**src/rtl/q3_rr_reg_arbiter.sv**
```systemverilog
// q3_rr_reg_arbiter
// Round-robin arbiter and write sequencer for one shared DW-bit register.
// Exactly one requester is selected per transaction. Its write data is
// captured into the shared register, a one-cycle acknowledge is returned,
// and then the rotate pointer moves to the requester after the winner.
//
// Optional build macro:
//   ARB_PRIO0_EN  requester 0 has fixed absolute priority. Requesters
//                 1..NREQ-1 rotate among themselves.
//
// Ports:
//   clk        rising-edge clock
//   reset      asynchronous, active-low reset
//   req        [NREQ] per-requester level request
//   wdata      [NREQ*DW] packed write data; requester i uses wdata[i*DW +: DW]
//   gnt        [NREQ] one-hot grant, high while requester i owns the register
//   ack        [NREQ] one-hot, one-cycle write-complete pulse
//   q          [DW] shared register contents
//   last_src   [IW] index of the last requester whose write completed
//   busy       high in any state other than IDLE
//   dbg_state  [2] current FSM state (0=IDLE, 1=CAPT, 2=ACK)
//
// Handshake: a requester raises req[i] and holds it with stable wdata.
// gnt[i] rises one cycle after req is sampled in IDLE. If req[i] is still
// high at the next edge, the write happens and ack[i] pulses for one cycle.
// The requester drops req[i] during that ack cycle. If req[i] is dropped
// while gnt[i] is high, the transaction is abandoned without an ack.
module q3_rr_reg_arbiter #(
    parameter int NREQ = 4,
    parameter int DW   = 8
) (
    input  logic                       clk,
    input  logic                       reset,
    input  logic [NREQ-1:0]            req,
    input  logic [NREQ*DW-1:0]         wdata,
    output logic [NREQ-1:0]            gnt,
    output logic [NREQ-1:0]            ack,
    output logic [DW-1:0]              q,
    output logic [$clog2(NREQ)-1:0]    last_src,
    output logic                       busy,
    output logic [1:0]                 dbg_state
);

    localparam int IW = $clog2(NREQ);
    localparam logic [NREQ-1:0] ONE_HOT0 = NREQ'(1);

    typedef enum logic [1:0] {
        IDLE = 2'd0,
        CAPT = 2'd1,
        ACK  = 2'd2
    } state_t;

    state_t             state, state_n;
    logic [IW-1:0]      sel, sel_n;
    logic [IW-1:0]      ptr, ptr_n;
    logic [NREQ-1:0]    gnt_n, ack_n;
    logic [DW-1:0]      q_n;
    logic [IW-1:0]      last_n;
    logic               busy_n;

    logic [IW-1:0]      pick;
    logic [IW:0]        idx;
    logic [DW-1:0]      sel_data;
    logic               sel_req;

    assign dbg_state = state;

    // Rotation scan. The loop runs from the farthest position back toward
    // ptr, so the last match it records is the nearest set bit at or after
    // ptr (with wrap).
    always_comb begin
        pick = '0;
        idx  = '0;
        for (int k = NREQ - 1; k >= 0; k--) begin
            idx = {1'b0, ptr} + (IW+1)'(k);
            if (idx >= (IW+1)'(NREQ)) begin
                idx = idx - (IW+1)'(NREQ);
            end
`ifdef ARB_PRIO0_EN
            if (idx != '0 && req[idx[IW-1:0]]) begin
                pick = idx[IW-1:0];
            end
`else
            if (req[idx[IW-1:0]]) begin
                pick = idx[IW-1:0];
            end
`endif
        end
`ifdef ARB_PRIO0_EN
        // Requester 0 overrides the rotation whenever it asks.
        if (req[0]) begin
            pick = '0;
        end
`endif
    end

    // Mux out the granted requester's data and request bit.
    always_comb begin
        sel_data = '0;
        sel_req  = 1'b0;
        for (int i = 0; i < NREQ; i++) begin
            if (sel == IW'(i)) begin
                sel_data = wdata[i*DW +: DW];
                sel_req  = req[i];
            end
        end
    end

    always_comb begin
        state_n = state;
        sel_n   = sel;
        ptr_n   = ptr;
        gnt_n   = gnt;
        ack_n   = '0;
        q_n     = q;
        last_n  = last_src;
        case (state)
            IDLE: begin
                if (req != '0) begin
                    sel_n   = pick;
                    gnt_n   = ONE_HOT0 << pick;
                    state_n = CAPT;
                end
            end
            CAPT: begin
                gnt_n = '0;
                if (sel_req) begin
                    q_n     = sel_data;
                    ack_n   = ONE_HOT0 << sel;
                    last_n  = sel;
                    ptr_n   = (sel == IW'(NREQ - 1)) ? '0 : sel + IW'(1);
                    state_n = ACK;
                end else begin
                    // Withdrawal: the pointer stays put, so this requester
                    // keeps its place in the rotation.
                    state_n = IDLE;
                end
            end
            ACK: begin
                state_n = IDLE;
            end
            default: begin
                gnt_n   = '0;
                state_n = IDLE;
            end
        endcase
        busy_n = (state_n != IDLE);
    end

    always_ff @(posedge clk or negedge reset) begin
        if (!reset) begin
            state    <= IDLE;
            sel      <= '0;
            ptr      <= '0;
            gnt      <= '0;
            ack      <= '0;
            q        <= '0;
            last_src <= '0;
            busy     <= 1'b0;
        end else begin
            state    <= state_n;
            sel      <= sel_n;
            ptr      <= ptr_n;
            gnt      <= gnt_n;
            ack      <= ack_n;
            q        <= q_n;
            last_src <= last_n;
            busy     <= busy_n;
        end
    end

endmodule

```
**config.mk**
```make
export PLATFORM = sky130hd
export DESIGN_NAME = q3_rr_reg_arbiter
export DESIGN_NICKNAME = d
export VERILOG_FILES = /design/src/rtl/q3_rr_reg_arbiter.sv
export SDC_FILE = /design/constraint.sdc
export NUM_CORES = 1
export LEC_CHECK = 0
export CORE_MARGIN = 4
export CORE_UTILIZATION = 37
export CTS_CLUSTER_SIZE = 25
export DETAILED_ROUTE_END_ITERATION = 12
export GPL_TIMING_DRIVEN = 0
export PLACE_DENSITY = 0.82
export SYNTH_ARGS = -nofsm -noshare
export SYNTH_HDL_FRONTEND = slang
export SYNTH_SLANG_ARGS = --single-unit
```
**constraint.sdc**
```tcl
create_clock -name clk -period 2.6 [get_ports clk]
set_input_delay 0.52 -clock clk [delete_from_list [all_inputs] [get_ports clk]]
set_output_delay 0.52 -clock clk [all_outputs]
set_load 0.05 [all_outputs]
```
---- After elaboration in Yosys (flattened, before gate mapping) ----
Index checks and enable logic that the tools add are counted.
W data, S select, Z words.
word-level totals
  ROM bits ................................ 0
  bits in writable memories ............... 0
  register bits ........................... 25
  memories kept ........................... 0
  word-level logic and storage cells ...... 72
  bits of input ports ..................... 38
  bits in latches ......................... 0
  output and inout bits ................... 21
cells by class
  bitwise operators ....................... 1
  $add $sub $neg .......................... 8
  reduce and logical (&&, ||, !) cells .... 7
  multipliers ............................. 0
  mux-type cells .......................... 32
  eq/ne operators ......................... 6
  shifts and indexed selects .............. 2
  magnitude comparators ................... 8
  divide/modulo/power cells ............... 0
operator list
  kind                   number
  $mux W8                4
  $mux W2                11
  $lt A2 B3 Y1 const B   4
  $mux W4                3
  $ge A3 B3 Y1 const B   3
  $bmux W1 S2            4
  $mux W1                8
  $pmux W4 S2            1
  $shl A1 B2 Y4 const A  2
  $sub A2 B1 Y2 const B  4
  $add A2 B2 Y3 const B  2
  $eq A2 B2 Y1 const B   3
  $reduce_and A2 Y1      3
  $eq A2 B1 Y1 const B   2
  $logic_not A2 Y1       2
  $pmux W2 S2            1
  $reduce_bool A4 Y1     1
  $add A2 B1 Y3 const B  1
  $ge A2 B3 Y1 const B   1
  $add A2 B1 Y2 const B  1
  $ne A2 B2 Y1 const B   1
  $reduce_bool A2 Y1     1
  $not A1 Y1             1

---- Logic depth before layout (Yosys ltp) ----
Gate-level depths: netlist (run 1).
  word-level depth ........................ 12
  gate-level depth with buffers ........... 8
  depth with buffers taken out ............ 6

---- Worst setup path after synthesis (run 1) ----
No wires, ideal clock.
  path kind ............................... reg2reg
  start ................................... register sel[0]
  end ..................................... register last_src[0]
  period minus slack after synthesis ...... 1.892 ns
  path buffers ............................ 2
  data required time ...................... 2.475 ns
  data arrival time ....................... 1.766 ns
  stages on the path, launching flop included .. 9
  setup time .............................. 0.125 ns
  setup slack ............................. 0.708 ns
  cell sequence ........................... dfrtp_1 inv_1 ha_1 buf_6 a21oi_1 o21ai_0 a21oi_4 buf_6 mux2_4
on the way
  longest elaborated chain between the ends .. 6
  elaborated cells on any way between the ends .. 9
  those cells by class .................... 3 x eq/ne; 4 x mux; 2 x reduce/logical
RTL lines
  what                         RTL line  source
  from (decl)                  54        logic [IW-1:0] sel, sel_n;
  from (signal assigned)       162       sel <= sel_n;
  $logic_not A2 Y1             102       if (sel == IW'(i)) begin
  $mux W1 (4 in a row)         102
  $reduce_and A2 Y1 (no line)  -
  to (signal assigned)         167       last_src <= last_n;
  to (decl)                    39        output logic [$clog2(NREQ)-1:0] last_src,
Parallel ways exist; a longest one is shown, timed or not.
A chain may end at the register's enable or synchronous reset.

---- Worst setup path in the final report (run 1) ----
  start ................................... register sel[1]
  end ..................................... register q[1]
on the way
  longest elaborated chain between the ends .. 6
  elaborated cells on any way between the ends .. 13
  those cells by class .................... 3 x eq/ne; 8 x mux; 2 x reduce/logical
RTL lines
  what                         RTL line  source
  $logic_not A2 Y1             102
  $mux W1 (4 in a row)         102
  $reduce_and A2 Y1 (no line)  -
  to (signal assigned)         166       q <= q_n;
  to (decl)                    38        output logic [DW-1:0] q,
Parallel ways exist; a longest one is shown, timed or not.

==> results_dict.tcl, run 1 <==
set metrics [dict create \
    grt_max_degree 26 \
    rr_worst_depth 7 \
    power.density_nw_per_um2 1250 \
    layout_common_cells "58 x clkdlybuf4s50_1, 25 x dfrtp_1, 13 x nor2b_1" \
    clock_skew_ns 0.00213 \
    fmax_ghz 0.468 \
    rows 21 \
    htree_levels 1 \
    crit_required_ns 2.75 \
    post_synth.cell_area_avg_sq_um 11.4 \
    status "completed" \
    min_path_cells 1 \
    grt.overflow.total 0 \
    synthDistinctLibCells 31 \
    worst_pin_slew_ns 1.06 \
    core_sq_um 3470 \
    yosysWarnings 0 \
    drive_above_1_share_pct 12.6 \
    worstSkewPairLatency_ns 0.26 \
    wl_per_cell_um 16.4 \
    portBuffers 58 \
    placed_cells 225 \
    drc 0 \
    post_dp_cell_area_sq_um 2020 \
    antenna_found_initial 0 \
    fin_nets 226 \
    die_h_um 69.0 \
    worst_hold_path_type "reg2reg" \
    first_iter_violations 69 \
    synth_compound_gate_area_share_pct 17.2 \
    finalCriticalPeriod_ns 2.14 \
    synth_area_sq_um 1380 \
    firstDrtPassIters 6 \
    synth_top_family_by_area "simple AND/OR/NAND/NOR gates" \
    synth_fp_nets 163 \
    r2r_start "sel[1]" \
    ant_nets 0 \
    final_util_pct 59.4 \
    via_per_inst 5.15 \
    final_common_cell "clkdlybuf4s50_1" \
    worst_slack_ns 0.463 \
    clk_path_buf_depth 2 \
    start_util_pct 39.7 \
    cts.root.buffer_cell "clkbuf_8" \
    rsz0062_at_grt "no" \
    hold_end "gnt[1]" \
    cp-end-kind "flip-flop" \
    synth-adder-area-share_pct 3.63 \
    ys_ff_latch 25 \
    hp-start "gnt[1]" \
    crit_path_start_kind "flip-flop" \
    routed_wl_mm 3.75 \
    path_clk_slew_ns 0.08 \
    ff2ff_setup_slack_ns 0.46 \
    pin_count 59 \
    p_leak_nw 0.878 \
    yosysTopAreaCell "dfrtp_1" \
    relSlewSlack_pct 29.0 \
    die_x_um 69.0 \
    grt_pass1_wl_mm 6.30 \
    syn_inst 121 \
    ys_seq_area_share_pct 45.4 \
    crit_fanout 10 \
    synth_mux_area_share_pct 11.9 \
    vias 1179 \
    areaGrowthSynthToFinish_pct 49.6 \
    clkSinkCount 25 \
    ctsResizeCount 0 \
    place_congestion 0.838 \
    dpl.hpwl_mm 3.01 \
    worst-setup-path-type "reg2reg" \
    synth-xor-area-share_pct 0 \
    setup-tns-final_ns 0 \
    hold_viol 0 \
    post-cts-setup-buffers 0 \
    n_antenna_cell 0 \
    reg2reg_to "q[1]" \
    grt_pass1_vias 1262 \
    fin_crit_sh_pct 82.2 \
    cts_buffers 3 \
    ir_worst_vdd_mv 0.405 \
    finalSetupViolCount 0 \
    track_usage_pct 16.0 \
    yosysTopAreaCellShare_pct 45.4 \
    maxSlewViolCount 0 \
    arrival_ns 2.29 \
    cap_violations 0 \
    fin_cells 229 \
    synth.area.top_cells "dfrtp_1 45%, nor2b_1 5.9%, mux2_2 5.7%, mux2_4 5.4%, a221oi_1 5.1%" \
    synth-simple-area-share_pct 17.9 \
    ctsHoldBuffers 0 \
    fp.dieArea_sq_um 4760 \
    pre_cts_ws_ns 0.282 \
    postLayoutCellArea_sq_um 2060 \
    cts_tree "done" \
]
-- layer usage --
layer	GRT usage, %	routed length (um)
met5	0	0
met4	3.25	44
met1	17.6	1470
met2	30.1	2010
met3	4.80	222
-- flip-flops by register name, summed over array words and instances, names as in the netlist --
name       count
q              8
gnt            4
ptr            2
ack            4
last_src       2
busy           1
sel            2
dbg_state      2
-- worst max-delay path by stage --
| stage | startpoint | endpoint | slack [ns] | cells after the start |
|---|---|---|---|---|
| floorplan | sel[0] | last_src[0] | 0.71 | 8 |
| global placement | req[1] | q[1] | 0.31 | 6 |
| detailed placement | req[1] | q[1] | 0.28 | 6 |
| CTS | dbg_state[1] | dbg_state[1] | 0.46 | 1 |
| global route | sel[1] | q[1] | 0.32 | 7 |
| finish | sel[1] | q[1] | 0.46 | 7 |
-- synthesized netlist by cell type --
cell type and n:
nand3_1 2, nor4b_4 1, nor2b_4 1, o211a_1 2, a21oi_4 1, mux2i_1 1
nand3b_1 1, nor4_1 1, a22o_1 2, clkbuf_1 3, and3b_1 1, nand2_1 11
inv_1 3, o211ai_1 1, a21oi_1 1, and4b_1 1, nor2_1 4, a32o_1 2
nor3_2 1, buf_2 2, nor2b_1 13, o21ai_0 4, ha_1 4, nand2b_1 2
mux2_2 7, buf_6 2, and3_1 1, o31ai_1 8, a221oi_1 8, dfrtp_1 25
mux2_4 5
-- power by group --
group          switching [W]  internal, W  leakage, nW  total [W]
Sequential          0.000118     0.000552        0.319   0.000670
Clock               0.000109     0.000109       0.0228   0.000218
Combinational       0.000970     0.000720        0.536    0.00169
Total                0.00120      0.00138        0.878    0.00258
-- critical path: stages, from the launching register on --
cell and delay, ns:
dfrtp_1 0.42, inv_1 0.11, ha_1 0.19, buf_2 0.24
o21ai_0 0.19, a21oi_4 0.35, buf_6 0.21, mux2_4 0.31
-- area by class of cell --
type,count,area [sq um]
Timing Repair Buffer,58,581
Buffer,7,43.8
Clock buffer,4,45.0
Multi-Input combinational cell,86,697
Inverter,3,11.3
Tap cell,46,57.6
Fill cell,308,1410
Sequential cell,25,626
-- stage by stage --
stage,total power (W),hold slack (ns)
2_1_floorplan,0.00185,0.224
3_3_place_gp,0.00232,0.478
3_5_place_dp,0.00238,0.493
4_1_cts,0.00261,0.511
5_1_grt,0.00274,0.531
6_report,0.00258,0.504
-- logic make-up (layout without fill, tap and decap cells) --
kind of cell               count (synthesis)  after routing
and+or+nand+nor                           40             40
AOI/OAI and AO/OA                         29             29
DFF                                       25             25
muxes                                     13             13
buffers and inverters                     10             72
adders and majority gates                  4              4
(Power assumes the default switching activity.)
==> run 2, diff against run 1 <==
- clock period: 2.6 -> 2.2 ns (I/O delays scaled with it)
==> run 2 against run 1 <==
  * Sequential cell count unchanged
  * Global-route usage unchanged
  * Largest cell class unchanged
  * Cell area up 1.1%
  * Clock skew about the same
  * Final cell count up 1.3%
  * Combinational power up 21%
  * Clock power up 18%
  * Largest power group unchanged
  * Via count up 1.4%
  * First-iteration DRC count down 17%
==> results_dict.tcl, run 2 (same netlist as run 1, synthesis figures left out) <==
set metrics [dict create \
    maxSlewViolCount 0 \
    critical-path-max-stage-delay_ns 0.86 \
    routed_wl_mm 3.77 \
    rows 21 \
    power.density_nw_per_um2 1480 \
    finalCriticalPeriod_ns 2.06 \
    crit_buf_inv 1 \
    fin_cells 232 \
    relSlewSlack_pct 29.3 \
    areaGrowthSynthToFinish_pct 51.2 \
    grt.overflow.total 0 \
    multiInputGateArea_sq_um 697 \
    via_per_inst 5.15 \
    pin_count 59 \
    ir_worst_vdd_mv 0.480 \
    grt_max_degree 26 \
    ctsHoldBuffers 0 \
    final_common_cell "clkdlybuf4s50_1" \
    placed_cells 225 \
    fillers 303 \
    largest_reg_flops 8 \
    portBuffers 58 \
    drc 0 \
    grt_pass1_vias 1262 \
    n_antenna_cell 0 \
    path_clk_slew_ns 0.08 \
    die_h_um 69.0 \
    clk_path_buf_depth 2 \
    fin_crit_sh_pct 93.5 \
    critical_path.top_delay_family "buffers and inverters" \
    track_usage_pct 16.0 \
    fmax_ghz 0.486 \
    layout_common_cells "58 x clkdlybuf4s50_1, 25 x dfrtp_1, 13 x nor2b_1" \
    htree_levels 1 \
    seqCellArea_sq_um 626 \
    fin_nets 229 \
    dpl.hpwl_mm 3.01 \
    regMostFlops "q" \
    cap_violations 0 \
    place_congestion 0.838 \
    critical_path.slowest_cell "clkdlybuf4s50_1" \
    antenna_found_initial 0 \
    ant_nets 0 \
    cts_buffers 3 \
    crit_fanout 5 \
    vias 1195 \
    setup-tns-final_ns 0 \
    total_power_w 0.00309 \
    critical_path.cell_chain "clkdlybuf4s50_1" \
    core_sq_um 3470 \
    hold_ws_ns 0.504 \
    firstDrtPassIters 4 \
    start_util_pct 39.7 \
    first_iter_violations 57 \
    finalSetupViolCount 0 \
    die_x_um 69.0 \
    worst_hold_path_type "reg2reg" \
    cp-end-kind "primary output" \
    hold_viol 0 \
    post-cts-setup-buffers 0 \
    cts_tree "done" \
    top_regs "q x8, ack x4, gnt x4" \
    worst_pin_slew_ns 1.06 \
    rsz0062_at_grt "no" \
    p_leak_nw 0.891 \
    cts.root.buffer_cell "clkbuf_8" \
    crit_path_start_kind "flip-flop" \
    wl_per_cell_um 16.3 \
    status "completed" \
    drive_above_1_share_pct 14.0 \
    clkSinkCount 25 \
    worst-setup-path-type "reg2out" \
    worstSkewPairLatency_ns 0.26 \
    crit_required_ns 1.76 \
    fp.dieArea_sq_um 4760 \
    ctsResizeCount 0 \
    clock_skew_ns 0.00175 \
    grt_pass1_wl_mm 6.30 \
    arrival_ns 1.62 \
]
## run 2: cell count changes in the layout (fill, tap and decap cells not counted), sizes merged
cell / change
buf: +3
## run 2: worst paths after layout
check / startpoint / end / slack [ns] / cells after the start
max: dbg_state[1] / dbg_state[1] / 0.14 / 1
min: gnt[1] / gnt[1] / 0.50 / 1
max reg2reg: sel[1] / last_src[1] / 0.20 / 7
min reg2reg: gnt[1] / gnt[1] / 0.50 / 1
max in group asynchronous: reset / last_src[1] / 0.82 / 1
min in group asynchronous: reset / ack[1] / 0.75 / 1
## run 2: per-stage QoR
stage / area [sq um] / utilization (%) / setup WS [ns]
after floorplan: 1380 / - / 0.308
after global placement: 2020 / 58.1 / -0.0123
after detailed placement: 2020 / 58.1 / -0.0383
after CTS: 2060 / 59.4 / 0.0647
after global routing: 2080 / 60.1 / 0.0519
final: 2080 / 60.1 / 0.142
## run 2: final cells by class
| class | instances | area share (%) |
|---|---|---|
| clock buffer | 4 | 2.16 |
| sequential | 25 | 30.0 |
| buffer | 7 | 2.10 |
| multi-input combinational | 86 | 33.5 |
| tap | 46 | 2.76 |
| inverter | 3 | 0.541 |
| timing repair buffer | 61 | 28.9 |
## run 2: per-layer routing
layer	share of wire [%]	GRT usage (%)	vias to the layer above
met5	0	0	-
met4	1.3	3.25	0
met3	6.0	4.80	7
met2	54	30.1	37
met1	39	17.6	573
li1	-	-	578
## run 2: report_power, final
| group | internal, W | leakage (nW) | switching, W |
|---|---|---|---|
| Combinational | 0.000887 | 0.549 | 0.00115 |
| Sequential | 0.000653 | 0.319 | 0.000140 |
| Clock | 0.000129 | 0.0228 | 0.000129 |
==> run 3, diff against run 2 <==
- CORE_MARGIN: 4 -> unset
==> run 3 against run 2 <==
  * Worst setup slack better by 0.037 ns
  * Sequential cell count stayed put
  * Clock-buffer cell count stayed put
  * Combinational power hardly changed
  * Die area is 17% lower
  * Critical endpoint unchanged
  * First-iteration DRC count is 16% higher
  * Highest routed layer unchanged
  * Critical path depth stayed put
==> results_dict.tcl, run 3 (same netlist as run 1, synthesis figures left out) <==
set metrics [dict create \
    finalCriticalPeriod_ns 2.02 \
    worst-setup-path-type "reg2out" \
    min_path_cells 1 \
    n_antenna_cell 0 \
    fillers 284 \
    grt_pass1_vias 1176 \
    status "completed" \
    p_switching_w 0.00141 \
    path_clk_slew_ns 0.09 \
    vias 1226 \
    power.density_nw_per_um2 1480 \
    routed_wl_mm 3.47 \
    critical_path.top_delay_family "buffers and inverters" \
    cts_buffers 3 \
    fp.dieArea_sq_um 3970 \
    clock_skew_ns 0.00428 \
    p_seq_share_pct 25.6 \
    drc 0 \
    place_congestion 0.811 \
    dpl.hpwl_mm 2.69 \
    cell_internal_pwr_w 0.00167 \
    crit_fanout 5 \
    hold_viol 0 \
    hp-start "last_src[1]" \
    clk_path_buf_depth 2 \
    firstDrtPassIters 4 \
    cp-end-kind "primary output" \
    crit_required_ns 1.76 \
    core_sq_um 3440 \
    p_leak_nw 0.891 \
    r2r_start "sel[0]" \
    ctsResizeCount 0 \
    track_usage_pct 18.6 \
    postLayoutCellArea_sq_um 2080 \
    p_comb_share_pct 65.5 \
    critical_path.cell_chain "clkdlybuf4s50_1" \
    reg2reg_to "q[2]" \
    die_h_um 63.0 \
    regMostFlops "q" \
    ant_nets 0 \
    switching_share_pct 45.8 \
    arrival_ns 1.58 \
    start_util_pct 40.0 \
    worst_hold_path_type "reg2reg" \
    fin_crit_sh_pct 91.9 \
    power.share.clock_pct 8.8 \
    clkSinkCount 25 \
    ir_worst_vdd_mv 0.776 \
    drive_above_1_share_pct 14.0 \
    rows 21 \
    post_dp_cell_area_sq_um 2020 \
    fmax_ghz 0.495 \
    top_regs "q x8, ack x4, gnt x4" \
    cap_violations 0 \
    hold_end "last_src[1]" \
    crit_buf_inv 1 \
    maxSlewViolCount 0 \
    critical_path.slowest_cell "clkdlybuf4s50_1" \
    multiInputGateArea_sq_um 697 \
    first_iter_violations 66 \
    rsz0062_at_grt "no" \
    final_common_cell "clkdlybuf4s50_1" \
    seqCellArea_sq_um 626 \
    worst_pin_slew_ns 1.13 \
    die_x_um 63.0 \
    ctsHoldBuffers 0 \
    final_util_pct 60.5 \
    critical-path-max-stage-delay_ns 0.84 \
    cts_tree "done" \
    largest_reg_flops 8 \
    ff2ff_setup_slack_ns 0.21 \
    fin_nets 229 \
    pin_count 59 \
    areaGrowthSynthToFinish_pct 51.2 \
    grt_pass1_wl_mm 5.78 \
    via_per_inst 5.28 \
    crit_path_start_kind "flip-flop" \
    total_power_w 0.00308 \
    grt_max_degree 26 \
    fin_cells 232 \
    worstSkewPairLatency_ns 0.26 \
    grt.overflow.total 0 \
    placed_cells 225 \
    post-cts-setup-buffers 0 \
    rr_worst_depth 8 \
    htree_levels 1 \
    finalSetupViolCount 0 \
    layout_common_cells "58 x clkdlybuf4s50_1, 25 x dfrtp_1, 13 x nor2b_1" \
    antenna_found_initial 0 \
    wl_per_cell_um 15.0 \
    portBuffers 58 \
    relSlewSlack_pct 24.6 \
    cts.root.buffer_cell "clkbuf_8" \
]
[run 3: power by group through the flow]
stage               clock [W]  combinational, W  sequential [W]
finish               0.000271           0.00202        0.000789
global route         0.000298           0.00215        0.000816
CTS                  0.000283           0.00199        0.000788
detailed placement          0           0.00198        0.000797
global placement            0           0.00194        0.000785
floorplan                   0          0.000881         0.00131
[run 3: metrics by stage]
step | hold slack, ns | TNS, ns | setup slack [ns]
2_1_floorplan | 0.144 | 0 | 0.308
3_3_place_gp | 0.484 | -0.0750 | -0.0170
3_5_place_dp | 0.496 | -0.395 | -0.0876
4_1_cts | 0.518 | 0 | 0.0428
5_1_grt | 0.541 | 0 | 0.0540
6_report | 0.513 | 0 | 0.179
[run 3: worst max path at each step]
| stage | from | end | cells past startpoint |
|---|---|---|---|
| 5_1_grt | sel[0] | q[7] | 8 |
| 6_report | dbg_state[1] | dbg_state[1] | 1 |
| 2_1_floorplan | sel[0] | last_src[0] | 8 |
| 3_5_place_dp | req[1] | q[2] | 6 |
| 4_1_cts | sel[0] | q[2] | 8 |
| 3_3_place_gp | req[1] | q[2] | 6 |
[run 3: area by class of cell]
cell class	instances	share of cell area (%)
plain buffers	7	2.10
clock buffers	4	2.16
inverters	3	0.541
multi-input cells	86	33.5
flip-flops and latches	25	30.0
well taps	46	2.76
repair buffers	61	28.9
[run 3: layer usage]
metal | global-route usage, % | up-vias | wire length, um
met5 | 0 | - | 0
met4 | 5.81 | 0 | 50
met3 | 4.38 | 6 | 183
met2 | 30.6 | 47 | 1710
met1 | 23.8 | 598 | 1530
li1 | - | 575 | -
